`src/rtl/result_writeback_pkg.sv`:
```
// Shared definitions for the systolic-array controller and its result writeback stage:
// FSM state encoding and the RAM region map (inputs, weights, results).
package result_writeback_pkg;

  typedef enum logic [1:0] {
    S_IDLE  = 2'd0,
    S_REQ   = 2'd1,
    S_WRITE = 2'd2,
    S_DONE  = 2'd3
  } wb_state_t;

  localparam int IN_BASE_ADDR  = 0;
  localparam int W_BASE_ADDR   = 16;
  localparam int OUT_BASE_ADDR = 32;

endpackage

```
`src/rtl/result_writeback_if.sv`:
```
// Bundle of the writeback stage's control, PE-row ingress and RAM write port.
// master = the writeback block, slave = controller / PE array / RAM arbiter side.
interface result_writeback_if #(
  parameter int ADD_WIDTH = 6,
  parameter int ROW       = 4,
  parameter int DATA_W    = 16
);
  logic                   start;
  logic                   pe_valid;
  logic [ROW*DATA_W-1:0]  pe_data;
  logic                   pe_ready;
  logic                   grant_out;
  logic                   req_out;
  logic                   wr_en;
  logic [ADD_WIDTH:0]     wr_addr;
  logic [DATA_W-1:0]      wr_data;
  logic                   busy;
  logic                   wb_done;

  modport master (
    input  start, pe_valid, pe_data, grant_out,
    output pe_ready, req_out, wr_en, wr_addr, wr_data, busy, wb_done
  );

  modport slave (
    output start, pe_valid, pe_data, grant_out,
    input  pe_ready, req_out, wr_en, wr_addr, wr_data, busy, wb_done
  );
endinterface

```
`src/rtl/result_writeback_row_fifo.sv`:
```
// Small synchronous row FIFO with a synchronous flush and async reset.
// Pointers carry one wrap bit so full/empty need no separate counter.
module row_fifo #(
  parameter int WIDTH = 64,
  parameter int DEPTH = 4
) (
  input  logic             clk,
  input  logic             rst,
  input  logic             flush,
  input  logic             push,
  input  logic             pop,
  input  logic [WIDTH-1:0] din,
  output logic [WIDTH-1:0] dout,
  output logic             full,
  output logic             empty
);
  localparam int AW = $clog2(DEPTH);

  logic [WIDTH-1:0] mem [DEPTH];
  logic [AW:0]      wr_ptr, rd_ptr;
  logic             do_push, do_pop;

  assign do_push = push && !full;
  assign do_pop  = pop && !empty;
  assign empty   = (wr_ptr == rd_ptr);
  assign full    = (wr_ptr[AW] != rd_ptr[AW]) && (wr_ptr[AW-1:0] == rd_ptr[AW-1:0]);
  assign dout    = mem[rd_ptr[AW-1:0]];

  // Pointer update; flush or reset empties the FIFO without touching storage.
  always_ff @(posedge clk or posedge rst) begin
    if (rst) begin
      wr_ptr <= '0;
      rd_ptr <= '0;
    end else if (flush) begin
      wr_ptr <= '0;
      rd_ptr <= '0;
    end else begin
      if (do_push) wr_ptr <= wr_ptr + 1'b1;
      if (do_pop)  rd_ptr <= rd_ptr + 1'b1;
    end
  end

  // Row storage; contents are only meaningful between the pointers.
  always_ff @(posedge clk) begin
    if (do_push && !flush) mem[wr_ptr[AW-1:0]] <= din;
  end
endmodule

```
`src/rtl/result_writeback.sv`:
```
// Result writeback: buffers PE result rows and serialises them word by word into
// the shared RAM behind a req/grant port, row-major from OUT_BASE.
module result_writeback
  import result_writeback_pkg::*;
#(
  parameter int ADD_WIDTH  = 6,
  parameter int ROW        = 4,
  parameter int COL        = 4,
  parameter int DATA_W     = 16,
  parameter int FIFO_DEPTH = 4,
  parameter int OUT_BASE   = OUT_BASE_ADDR
) (
  input logic               clk,
  input logic               rst,
  result_writeback_if.master bus
);
  localparam int RW   = ROW * DATA_W;
  localparam int CW   = (ROW > 1) ? $clog2(ROW) : 1;
  localparam int RIW  = (COL > 1) ? $clog2(COL) : 1;
  localparam int ACW  = $clog2(COL + 1);
  localparam logic [ADD_WIDTH:0] BASE     = OUT_BASE[ADD_WIDTH:0];
  localparam logic [CW-1:0]      COL_LAST = CW'(ROW - 1);
  localparam logic [RIW-1:0]     ROW_LAST = RIW'(COL - 1);
  localparam logic [ACW-1:0]     ROWS_JOB = ACW'(COL);

  wb_state_t          state, state_nxt;
  logic               busy, start_job, push, pop, wr_en, last_word, job_last;
  logic               fifo_full, fifo_empty;
  logic [RW-1:0]      fifo_dout, shift_data;
  logic               shift_vld;
  logic [CW-1:0]      col_idx;
  logic [RIW-1:0]     row_idx;
  logic [ACW-1:0]     rows_acc;
  logic [ADD_WIDTH:0] addr_cnt, hold_addr;
  logic [DATA_W-1:0]  hold_data;

  assign busy      = (state == S_REQ) || (state == S_WRITE);
  assign start_job = bus.start && ((state == S_IDLE) || (state == S_DONE));
  assign push      = bus.pe_valid && bus.pe_ready;
  assign wr_en     = (state == S_WRITE) && bus.grant_out && shift_vld;
  assign last_word = (col_idx == COL_LAST);
  assign job_last  = wr_en && last_word && (row_idx == ROW_LAST);
  // Refill when the shifter is idle or its last word leaves this cycle: no bubble.
  assign pop       = busy && !fifo_empty && (!shift_vld || (last_word && wr_en));

  assign bus.pe_ready = busy && !fifo_full && (rows_acc < ROWS_JOB);
  assign bus.req_out  = busy;
  assign bus.busy     = busy;
  assign bus.wb_done  = (state == S_DONE);
  assign bus.wr_en    = wr_en;
  // Address/data hold the last written value when idle; wr_en alone qualifies them.
  assign bus.wr_addr  = wr_en ? addr_cnt : hold_addr;
  assign bus.wr_data  = wr_en ? shift_data[DATA_W-1:0] : hold_data;

  row_fifo #(.WIDTH(RW), .DEPTH(FIFO_DEPTH)) u_fifo (
    .clk   (clk),
    .rst   (rst),
    .flush (start_job),
    .push  (push),
    .pop   (pop),
    .din   (bus.pe_data),
    .dout  (fifo_dout),
    .full  (fifo_full),
    .empty (fifo_empty)
  );

  // State register.
  always_ff @(posedge clk or posedge rst) begin
    if (rst) state <= S_IDLE;
    else     state <= state_nxt;
  end

  // Next-state: grant opens WRITE, the final word closes the job; start only from IDLE/DONE.
  always_comb begin
    state_nxt = state;
    case (state)
      S_IDLE:  if (bus.start)     state_nxt = S_REQ;
      S_REQ:   if (bus.grant_out) state_nxt = S_WRITE;
      S_WRITE: if (job_last)      state_nxt = S_DONE;
      S_DONE:  if (bus.start)     state_nxt = S_REQ;
      default:                    state_nxt = S_IDLE;
    endcase
  end

  // Counters, shifter and output hold registers.
  always_ff @(posedge clk or posedge rst) begin
    if (rst) begin
      shift_data <= '0;
      shift_vld  <= 1'b0;
      col_idx    <= '0;
      row_idx    <= '0;
      rows_acc   <= '0;
      addr_cnt   <= '0;
      hold_addr  <= '0;
      hold_data  <= '0;
    end else if (start_job) begin
      shift_vld  <= 1'b0;
      col_idx    <= '0;
      row_idx    <= '0;
      rows_acc   <= '0;
      addr_cnt   <= BASE;
    end else begin
      if (push) rows_acc <= rows_acc + 1'b1;
      if (pop) begin
        shift_data <= fifo_dout;
        shift_vld  <= 1'b1;
      end else if (wr_en) begin
        shift_data <= shift_data >> DATA_W;
        if (last_word) shift_vld <= 1'b0;
      end
      if (wr_en) begin
        hold_addr <= addr_cnt;
        hold_data <= shift_data[DATA_W-1:0];
        addr_cnt  <= addr_cnt + 1'b1;
        if (last_word) begin
          col_idx <= '0;
          row_idx <= row_idx + 1'b1;
        end else begin
          col_idx <= col_idx + 1'b1;
        end
      end
    end
  end
endmodule
```
`src/flat_wrapper.sv`:
```
// flat-port wrapper written by rule: the top's interface ports become plain ports
module result_writeback_flat import result_writeback_pkg::*;
#(
  parameter int ADD_WIDTH  = 6,
  parameter int ROW        = 4,
  parameter int COL        = 4,
  parameter int DATA_W     = 16,
  parameter int FIFO_DEPTH = 4,
  parameter int OUT_BASE   = OUT_BASE_ADDR
)
  (clk, rst, bus_start, bus_pe_valid, bus_pe_data, bus_grant_out, bus_pe_ready, bus_req_out, bus_wr_en, bus_wr_addr, bus_wr_data, bus_busy, bus_wb_done);
  result_writeback_if #(.ADD_WIDTH(ADD_WIDTH), .ROW(ROW), .DATA_W(DATA_W)) bus_i ();
  input logic clk;
  input logic rst;
  input wire logic [$bits(bus_i.start)-1:0] bus_start;
  input wire logic [$bits(bus_i.pe_valid)-1:0] bus_pe_valid;
  input wire logic [$bits(bus_i.pe_data)-1:0] bus_pe_data;
  input wire logic [$bits(bus_i.grant_out)-1:0] bus_grant_out;
  output wire logic [$bits(bus_i.pe_ready)-1:0] bus_pe_ready;
  output wire logic [$bits(bus_i.req_out)-1:0] bus_req_out;
  output wire logic [$bits(bus_i.wr_en)-1:0] bus_wr_en;
  output wire logic [$bits(bus_i.wr_addr)-1:0] bus_wr_addr;
  output wire logic [$bits(bus_i.wr_data)-1:0] bus_wr_data;
  output wire logic [$bits(bus_i.busy)-1:0] bus_busy;
  output wire logic [$bits(bus_i.wb_done)-1:0] bus_wb_done;
  assign bus_i.start = bus_start;
  assign bus_i.pe_valid = bus_pe_valid;
  assign bus_i.pe_data = bus_pe_data;
  assign bus_i.grant_out = bus_grant_out;
  assign bus_pe_ready = bus_i.pe_ready;
  assign bus_req_out = bus_i.req_out;
  assign bus_wr_en = bus_i.wr_en;
  assign bus_wr_addr = bus_i.wr_addr;
  assign bus_wr_data = bus_i.wr_data;
  assign bus_busy = bus_i.busy;
  assign bus_wb_done = bus_i.wb_done;
  result_writeback #(.ADD_WIDTH(ADD_WIDTH), .ROW(ROW), .COL(COL), .DATA_W(DATA_W), .FIFO_DEPTH(FIFO_DEPTH), .OUT_BASE(OUT_BASE)) u_core (.clk(clk), .rst(rst), .bus(bus_i));
endmodule
```
`config.mk`:
```
export PLATFORM = sky130hd
export DESIGN_NAME = result_writeback_flat
export DESIGN_NICKNAME = d
export VERILOG_FILES = /design/src/rtl/result_writeback_pkg.sv /design/src/rtl/result_writeback_if.sv /design/src/rtl/result_writeback_row_fifo.sv /design/src/rtl/result_writeback.sv /design/src/flat_wrapper.sv
export SDC_FILE = /design/constraint.sdc
export NUM_CORES = 1
export LEC_CHECK = 0
export CELL_PAD_IN_SITES_DETAIL_PLACEMENT = 1
export CELL_PAD_IN_SITES_GLOBAL_PLACEMENT = 1
export CORE_MARGIN = 5
export CORE_UTILIZATION = 52
export CTS_BUF_LIST = sky130_fd_sc_hd__clkbuf_8
export CTS_CLUSTER_SIZE = 40
export DETAILED_ROUTE_END_ITERATION = 8
export MAX_ROUTING_LAYER = met4
export PLACE_DENSITY_LB_ADDON = 0.1
export REMOVE_ABC_BUFFERS = 1
export SLEW_MARGIN = 20
export SYNTH_ARGS = -nofsm -noshare
export SYNTH_HDL_FRONTEND = slang
export SYNTH_HIERARCHICAL = 1
export SYNTH_SLANG_ARGS = --single-unit
```
`constraint.sdc`:
```
create_clock -name clk -period 10.2 [get_ports clk]
set_input_delay 2.04 -clock clk [delete_from_list [all_inputs] [get_ports clk]]
set_output_delay 2.04 -clock clk [all_outputs]
set_load 0.1 [all_outputs]
```
Word-level counts from Yosys, hierarchy flattened
Memories as Yosys holds them, arrays and structs flattened.
Cells that the tools add are included.
{"block": "totals", "word_cells": 94, "mem_count": 1, "output_inout_bits": 28, "register_bits": 110, "ram_bits": 256, "inputBits": 69}
{"memory": "u_core.u_fifo.mem", "depth": 4, "width": 64, "rd": 1, "rd_ports_with_merged_regs": 0, "wr": 1, "line": "result_writeback_row_fifo.sv:19", "text": "logic [WIDTH-1:0] mem [DEPTH];"}
{"block": "classes", "n_eq_ne": 11, "n_mux": 28, "n_lt_le_gt_ge": 1, "n_reduce_logical": 35, "n_addsub": 6, "bitwise": 1}
{"cell": "$mux W64", "count": 2}
{"cell": "$mux W7", "count": 3}
{"cell": "$mux W2", "count": 9}
{"cell": "$mux W3", "count": 6}
{"cell": "$mux W16", "count": 1}
{"cell": "$logic_and A1 B1 Y1", "count": 14}
{"cell": "$reduce_bool A2 Y1", "count": 6}
{"cell": "$add A3 B1 Y3 const B", "count": 3}
{"cell": "$eq A2 B2 Y1 const B", "count": 4}
{"cell": "$add A7 B1 Y7 const B", "count": 1}
{"cell": "$mux W1", "count": 6}
{"cell": "$pmux W2 S3", "count": 1}
{"cell": "$reduce_and A2 Y1", "count": 3}
{"cell": "$reduce_bool A3 Y1", "count": 2}
{"cell": "$add A2 B1 Y2 const B", "count": 2}
{"cell": "$logic_not A1 Y1", "count": 4}
{"cell": "$ne A2 B1 Y1 const B", "count": 2}
{"cell": "$eq A3 B3 Y1", "count": 1}
{"cell": "$logic_or A1 B1 Y1", "count": 3}
{"cell": "$lt A3 B3 Y1 const B", "count": 1}
{"cell": "$reduce_and A3 Y1", "count": 1}
{"cell": "$eq A2 B1 Y1 const B", "count": 1}
{"cell": "$eq A2 B2 Y1", "count": 1}
{"cell": "$logic_not A2 Y1", "count": 1}
{"cell": "4 further kinds", "count": 4}

Longest topological paths before layout
{"block": "logic_depth", "word_depth": 10, "mapped_depth": 12, "ltp_nobuf": 9}

Cells and area by module
The synthesis kept the hierarchy.
{"module": "row_fifo", "area_each_um2": 9795.6, "n_inst": 1, "cells_per_inst": 400}
{"module": "result_writeback", "area_each_um2": 5341.4, "n_inst": 1, "cells_per_inst": 572}

Worst setup path before layout
No wires, ideal clock.
{"block": "synth_timing", "kind": "input -> register", "start": "in bus_start", "end": "mem u_core.u_fifo.mem[0][0] (enable)", "required_ns": 9.598, "slack_ns": 1.739, "stages": 7, "setup_time_ns": 0.602, "arrival_ns": 7.859, "path_cell_list": "nand2_1 -> inv_2 -> buf_2 -> buf_2 -> clkbuf_1 -> nand2b_1 -> a311oi_1"}
{"block": "synth_via", "elab_chain_cells": 5}
{"element": "from (decl)", "line": "flat_wrapper.sv:15", "text": "input wire logic [$bits(bus_i.start)-1:0] bus_start;"}
{"element": "$logic_and A1 B1 Y1", "line": "result_writeback.sv:38", "text": "assign start_job = bus.start && ((state == S_IDLE) || (state == S_DONE));"}
{"element": "net u_core.start_job", "line": "result_writeback.sv:27", "text": "logic busy, start_job, push, pop, wr_en, last_word, job_last;"}
{"element": "$logic_not A1 Y1", "line": "result_writeback_row_fifo.sv:45", "text": "if (do_push && !flush) mem[wr_ptr[AW-1:0]] <= din;"}
{"element": "$logic_and A1 B1 Y1", "line": "result_writeback_row_fifo.sv:45"}
{"element": "$mux W1", "line": "result_writeback_row_fifo.sv:45"}
{"element": "$mux W1 (not written as such)", "line": "result_writeback_row_fifo.sv:45"}
{"element": "to (decl)", "line": "result_writeback_row_fifo.sv:19"}
The timed path passes the listed nets, and every way through them passes these cells.

Final worst setup path
{"block": "layout_timing", "start": "in bus_grant_out", "end": "out bus_wr_data[5]"}
{"block": "layout_via", "elab_chain_cells": 3}
{"element": "from (decl)", "line": "flat_wrapper.sv:18", "text": "input wire logic [$bits(bus_i.grant_out)-1:0] bus_grant_out;"}
{"element": "$logic_and A1 B1 Y1 (2 in a row)", "line": "result_writeback.sv:40", "text": "assign wr_en = (state == S_WRITE) && bus.grant_out && shift_vld;"}
{"element": "$mux W16"}
{"element": "to (decl)", "line": "flat_wrapper.sv:23", "text": "output wire logic [$bits(bus_i.wr_data)-1:0] bus_wr_data;"}
No other way between the ends.

==> flow_results.org <==
** Timing
- Final setup vio count :: 0
- The number of failing hold endpoints at the final stage was 0.
- Setup repair after global routing left no endpoint under its margin.
- After layout, the minimum clock period comes to 7.82 ns.
- The max-slew violation count was 0.
- Worst relative slew slack :: 24.4%
- Worst Skew :: 0.0186 ns
- Of the available clock period, the critical path in the final layout requires 76.6%.
- Maximum clock frequency :: 128 MHz
- Transition time at the pin with the least slew margin :: 1.13 ns
- Summed over all failing endpoints, the final setup total negative slack is 0 ns.

** Logic synthesis
- A synthesized cell averages 15.6 um2.
- Yosys mapped the design onto 48 distinct sky130hd cell types.
- Post-Synthesis Cell Area :: 15100 um2
- #FFs+latches synth :: 366
- Fraction of registers with async set/reset :: 30.1%
- Synthesis produced 972 cells.
- Part of the Yosys area used for sequential elements :: 69.0%
- The most used flip-flop cell after synthesis is sky130_fd_sc_hd__edfxtp_1.
- Count of flip-flops with a built-in enable after synthesis :: 256
- Yosys printed 6 warnings.

** Final layout
- The finished cells cover 17500 um2.
- After filler insertion, the fill cell instance count of the layout stands at 2661.
- The final layout contains 1146 nets.
- Area of combinational cells with multiple inputs :: 4240 um2
- Registers take 10400 um2.
- Cells with a size suffix above 1 make up 16.0% of the layout.
- Layout Area Growth over Synthesis :: 15.4%
- The repair_antennas step left the layout with diodes totalling 0.

** Critical path
- Arrival @ worst endpoint :: 5.78 ns
- Worst setup path startpoint :: bus_grant_out
- Among all stages on the critical path, the largest delay is contributed by sky130_fd_sc_hd__clkdlybuf4s50_1.
- Cell depth of the worst flop-to-flop path :: 10
- Kind of end point of the critical path :: output pin
- On the worst path, the slowest cell contributes a delay of 1.14 ns.
- Critical path required time :: 8.16 ns
- CP Max Fanout :: 50
- Crit Path Class :: in -> out
- Worst-case register-to-register setup slack :: 6.27 ns
- The critical path goes through clkdlybuf4s50_1 -> nand3_4 -> inv_2 -> buf_12 -> nand2_1 -> nand2_1 -> clkdlybuf4s50_1.
- Critical Path Start Type :: input port
- The startpoint identified for the worst register-to-register timing path is u_core/u_fifo/rd_ptr[0].
- The endpoint identified for the worst register-to-register timing path is u_core/u_fifo/rd_ptr[0].
- Following the worst setup path forward leads to its endpoint at bus_wr_data[5].

** Power and ir drop
- Power per cell area :: 303 nW/um2
- VDD sags by at most 0.214 mV.
- Summed over all cells, the static leakage comes to 6.21 nW.
- Of the total power, combinational logic draws 37.4%.
- Sequential cells burn 40.4% of the power.
- Part of the total power dissipated in the clock network :: 22.2%
- Internal power consumption :: 0.00324 W
- The analysis attributes to net switching a power of 0.00205 W.
- Net switching is 38.8% of the power.

** Routing
- Vias per cell :: 6.03
- Drt wl/cell :: 23.2 um
- Drt pass-1 iters :: 5
- Final WL :: 34800 um
- Antenna violation net count after detailed routing :: 0
- DRC violation count after routing :: 0
- The detailed router placed 9033 vias in this run.
- Initial DRC Count :: 544

** Die
- In this run the standard cell core region covers 28700 um2.
- Width of the die :: 181 um
- I/O pin count :: 97
- Row count :: 62
- The die is 181 um tall.
- For this configuration, the core starts out at a cell density of 52.7%.
- Die Area :: 32600 um2

** Global routing
- Tot GR Track Use :: 22.2%
- The number of global-route vias before repair came to 9992.
- The number of antenna violations at the first check in global routing is 0.
- For this run the aggregate overflow at the end of global routing stands at 0.
- Entering global routing, the biggest net connects 73 pins.
- The first global-routing pass estimated 56500 um of wire.

** Clock tree
- Inserted Clock Buffers :: 59
- CTS placed an instance of sky130_fd_sc_hd__clkbuf_8 at the clock tree root.
- Clock tree synthesis found a total of 366 sinks.
- In this run the number of H-tree levels came out at 2.
- After clock tree synthesis, the setup repair step added 0 buffers.
- In this run, post-CTS repair resized a total of 0 instances.
- Clock latency on the worst-skew pair, taken at its later pin, is 0.59 ns.
- TritonCTS built the clock tree.
- Clock-pin slew was measured on the worst setup and hold paths at 0.06 ns.
- For this design, the CTS-stage hold fixing added 0 buffers.
- No sink is reached through more buffers than the 3 on the longest clock path.

** Placed design
- Summed over all nets, the half-perimeter wirelength after detailed placement is 18700 um.
- Final RePlAce weighted congestion :: 0.720
- In this run the cell area measured after placement is 16400 um2.
- The count of buffers added on input and output ports is 96.

** Worst hold path
- The min-delay analysis places its worst path in the category reg -> reg.

** Status
- Run status :: completed

** Job
- Max-capacitance violation count :: 0
cell type report:
type | count | area share, %
Timing Repair Buffer | 109 | 6.13
Clock inverter | 43 | 1.16
Inverter | 30 | 0.659
Multi-Input combinational cell | 499 | 24.3
Clock buffer | 66 | 5.20
Sequential cell | 366 | 59.8
Tap cell | 384 | 2.75
power by group through the flow:
stage / logic (W) / registers [W] / clock network, W
6_report: 0.00198 / 0.00214 / 0.00117
5_1_grt: 0.00213 / 0.00218 / 0.00128
4_1_cts: 0.00200 / 0.00214 / 0.00121
3_5_place_dp: 0.00199 / 0.00217 / 0
3_3_place_gp: 0.00195 / 0.00215 / 0
2_1_floorplan: 0.00139 / 0.00219 / 0
registers in the layout (all words and copies together), names as in the netlist:
signal                cells
u_core/hold_addr          7
u_core/addr_cnt           7
u_core/state              2
u_core/u_fifo/mem       256
u_core/rows_acc           3
u_core/row_idx            2
u_core/col_idx            2
u_core/u_fifo/rd_ptr      3
u_core/shift_vld          1
u_core/hold_data         16
u_core/shift_data        64
u_core/u_fifo/wr_ptr      3
cell families (layout without fill, tap and decap cells):
kind of cell | Yosys count | in the layout | synth area share [%]
compound gates | 198 | 198 | 8.17
xor+xnor | 10 | 10 | 0.727
fa+ha+maj | 12 | 12 | 0.992
buf+inv | 107 | 248 | 3.33
flops | 366 | 366 | 69.0
mux | 104 | 104 | 12.4
simple gates | 175 | 175 | 5.45
layer usage:
layer	vias up	global-route usage, %	wire [um]
li1	3970	-	-
met1	4771	29.7	15300
met2	247	36.7	17500
met3	45	3.19	1550
met4	0	5.02	453
met5	-	-	0
critical path, delay by kind of cell:
family | cells | cell delay (ns)
simple gates | 3 | 0.73
buf+inv | 4 | 2.94
cells in the final DEF (no fill, tap or decap), drive strengths merged, types with 3 or more instances in the layout:
cell           count
dfrtp            110
xnor2              5
a211oi            48
clkdlybuf4s50     96
mux2              23
ha                12
nand2b             5
clkbuf            66
nand3             56
or4                3
or3                3
a31oi             50
buf               13
edfxtp           256
a21oi              9
nand2             83
nor2              10
xor2               5
inv               53
mux4              64
o21ai             71
and2               4
nand4              5
clkinv            18
mux2i             17
o211ai             4
worst min-delay path by stage:
stage                              start                   end  slack (ns)  cells past startpoint
floorplan            u_core/hold_addr[0]   u_core/hold_addr[0]        0.46                      1
global placement     u_core/hold_data[4]   u_core/hold_data[4]        0.47                      1
detailed placement   u_core/hold_addr[1]   u_core/hold_addr[1]        0.47                      1
CTS                  u_core/hold_addr[1]   u_core/hold_addr[1]        0.49                      1
global route        u_core/hold_data[14]  u_core/hold_data[14]        0.50                      1
finish               u_core/hold_addr[1]   u_core/hold_addr[1]        0.49                      1
Yosys cell counts, types with 4 or more instances:
master | n | area [um2]
sky130_fd_sc_hd__edfxtp_1 | 256 | 7690
sky130_fd_sc_hd__dfrtp_1 | 110 | 2750
sky130_fd_sc_hd__nand2_1 | 83 | 312
sky130_fd_sc_hd__o21ai_0 | 71 | 355
sky130_fd_sc_hd__mux4_2 | 64 | 1440
sky130_fd_sc_hd__nand3_1 | 55 | 275
sky130_fd_sc_hd__a31oi_1 | 50 | 313
sky130_fd_sc_hd__a211oi_1 | 48 | 360
sky130_fd_sc_hd__clkbuf_1 | 34 | 128
sky130_fd_sc_hd__buf_2 | 28 | 140
sky130_fd_sc_hd__inv_1 | 28 | 105
sky130_fd_sc_hd__mux2_1 | 20 | 225
sky130_fd_sc_hd__mux2i_1 | 17 | 170
sky130_fd_sc_hd__ha_1 | 12 | 150
sky130_fd_sc_hd__a21oi_1 | 9 | 45.0
sky130_fd_sc_hd__nor2_1 | 9 | 33.8
sky130_fd_sc_hd__buf_4 | 8 | 60.1
sky130_fd_sc_hd__buf_6 | 5 | 56.3
sky130_fd_sc_hd__nand2b_1 | 5 | 31.3
sky130_fd_sc_hd__and2_1 | 4 | 25.0
sky130_fd_sc_hd__nand4_1 | 4 | 25.0
sky130_fd_sc_hd__o211ai_1 | 4 | 30.0
sky130_fd_sc_hd__xor2_1 | 4 | 35.0
stage by stage:
| stage | util [%] | hold slack, ns | worst slack [ns] | power, W | std cells |
|---|---|---|---|---|---|
| floorplan | - | 0.458 | 0.479 | 0.00358 | 895 |
| global placement | 57.0 | 0.469 | 2.42 | 0.00411 | 1388 |
| detailed placement | 57.0 | 0.475 | 2.36 | 0.00416 | 1388 |
| CTS | 60.9 | 0.490 | 2.36 | 0.00535 | 1497 |
| global route | 60.9 | 0.505 | 2.14 | 0.00559 | 1497 |
| finish | 60.9 | 0.487 | 2.38 | 0.00529 | 1497 |
Power figures use the tool's default switching activity.
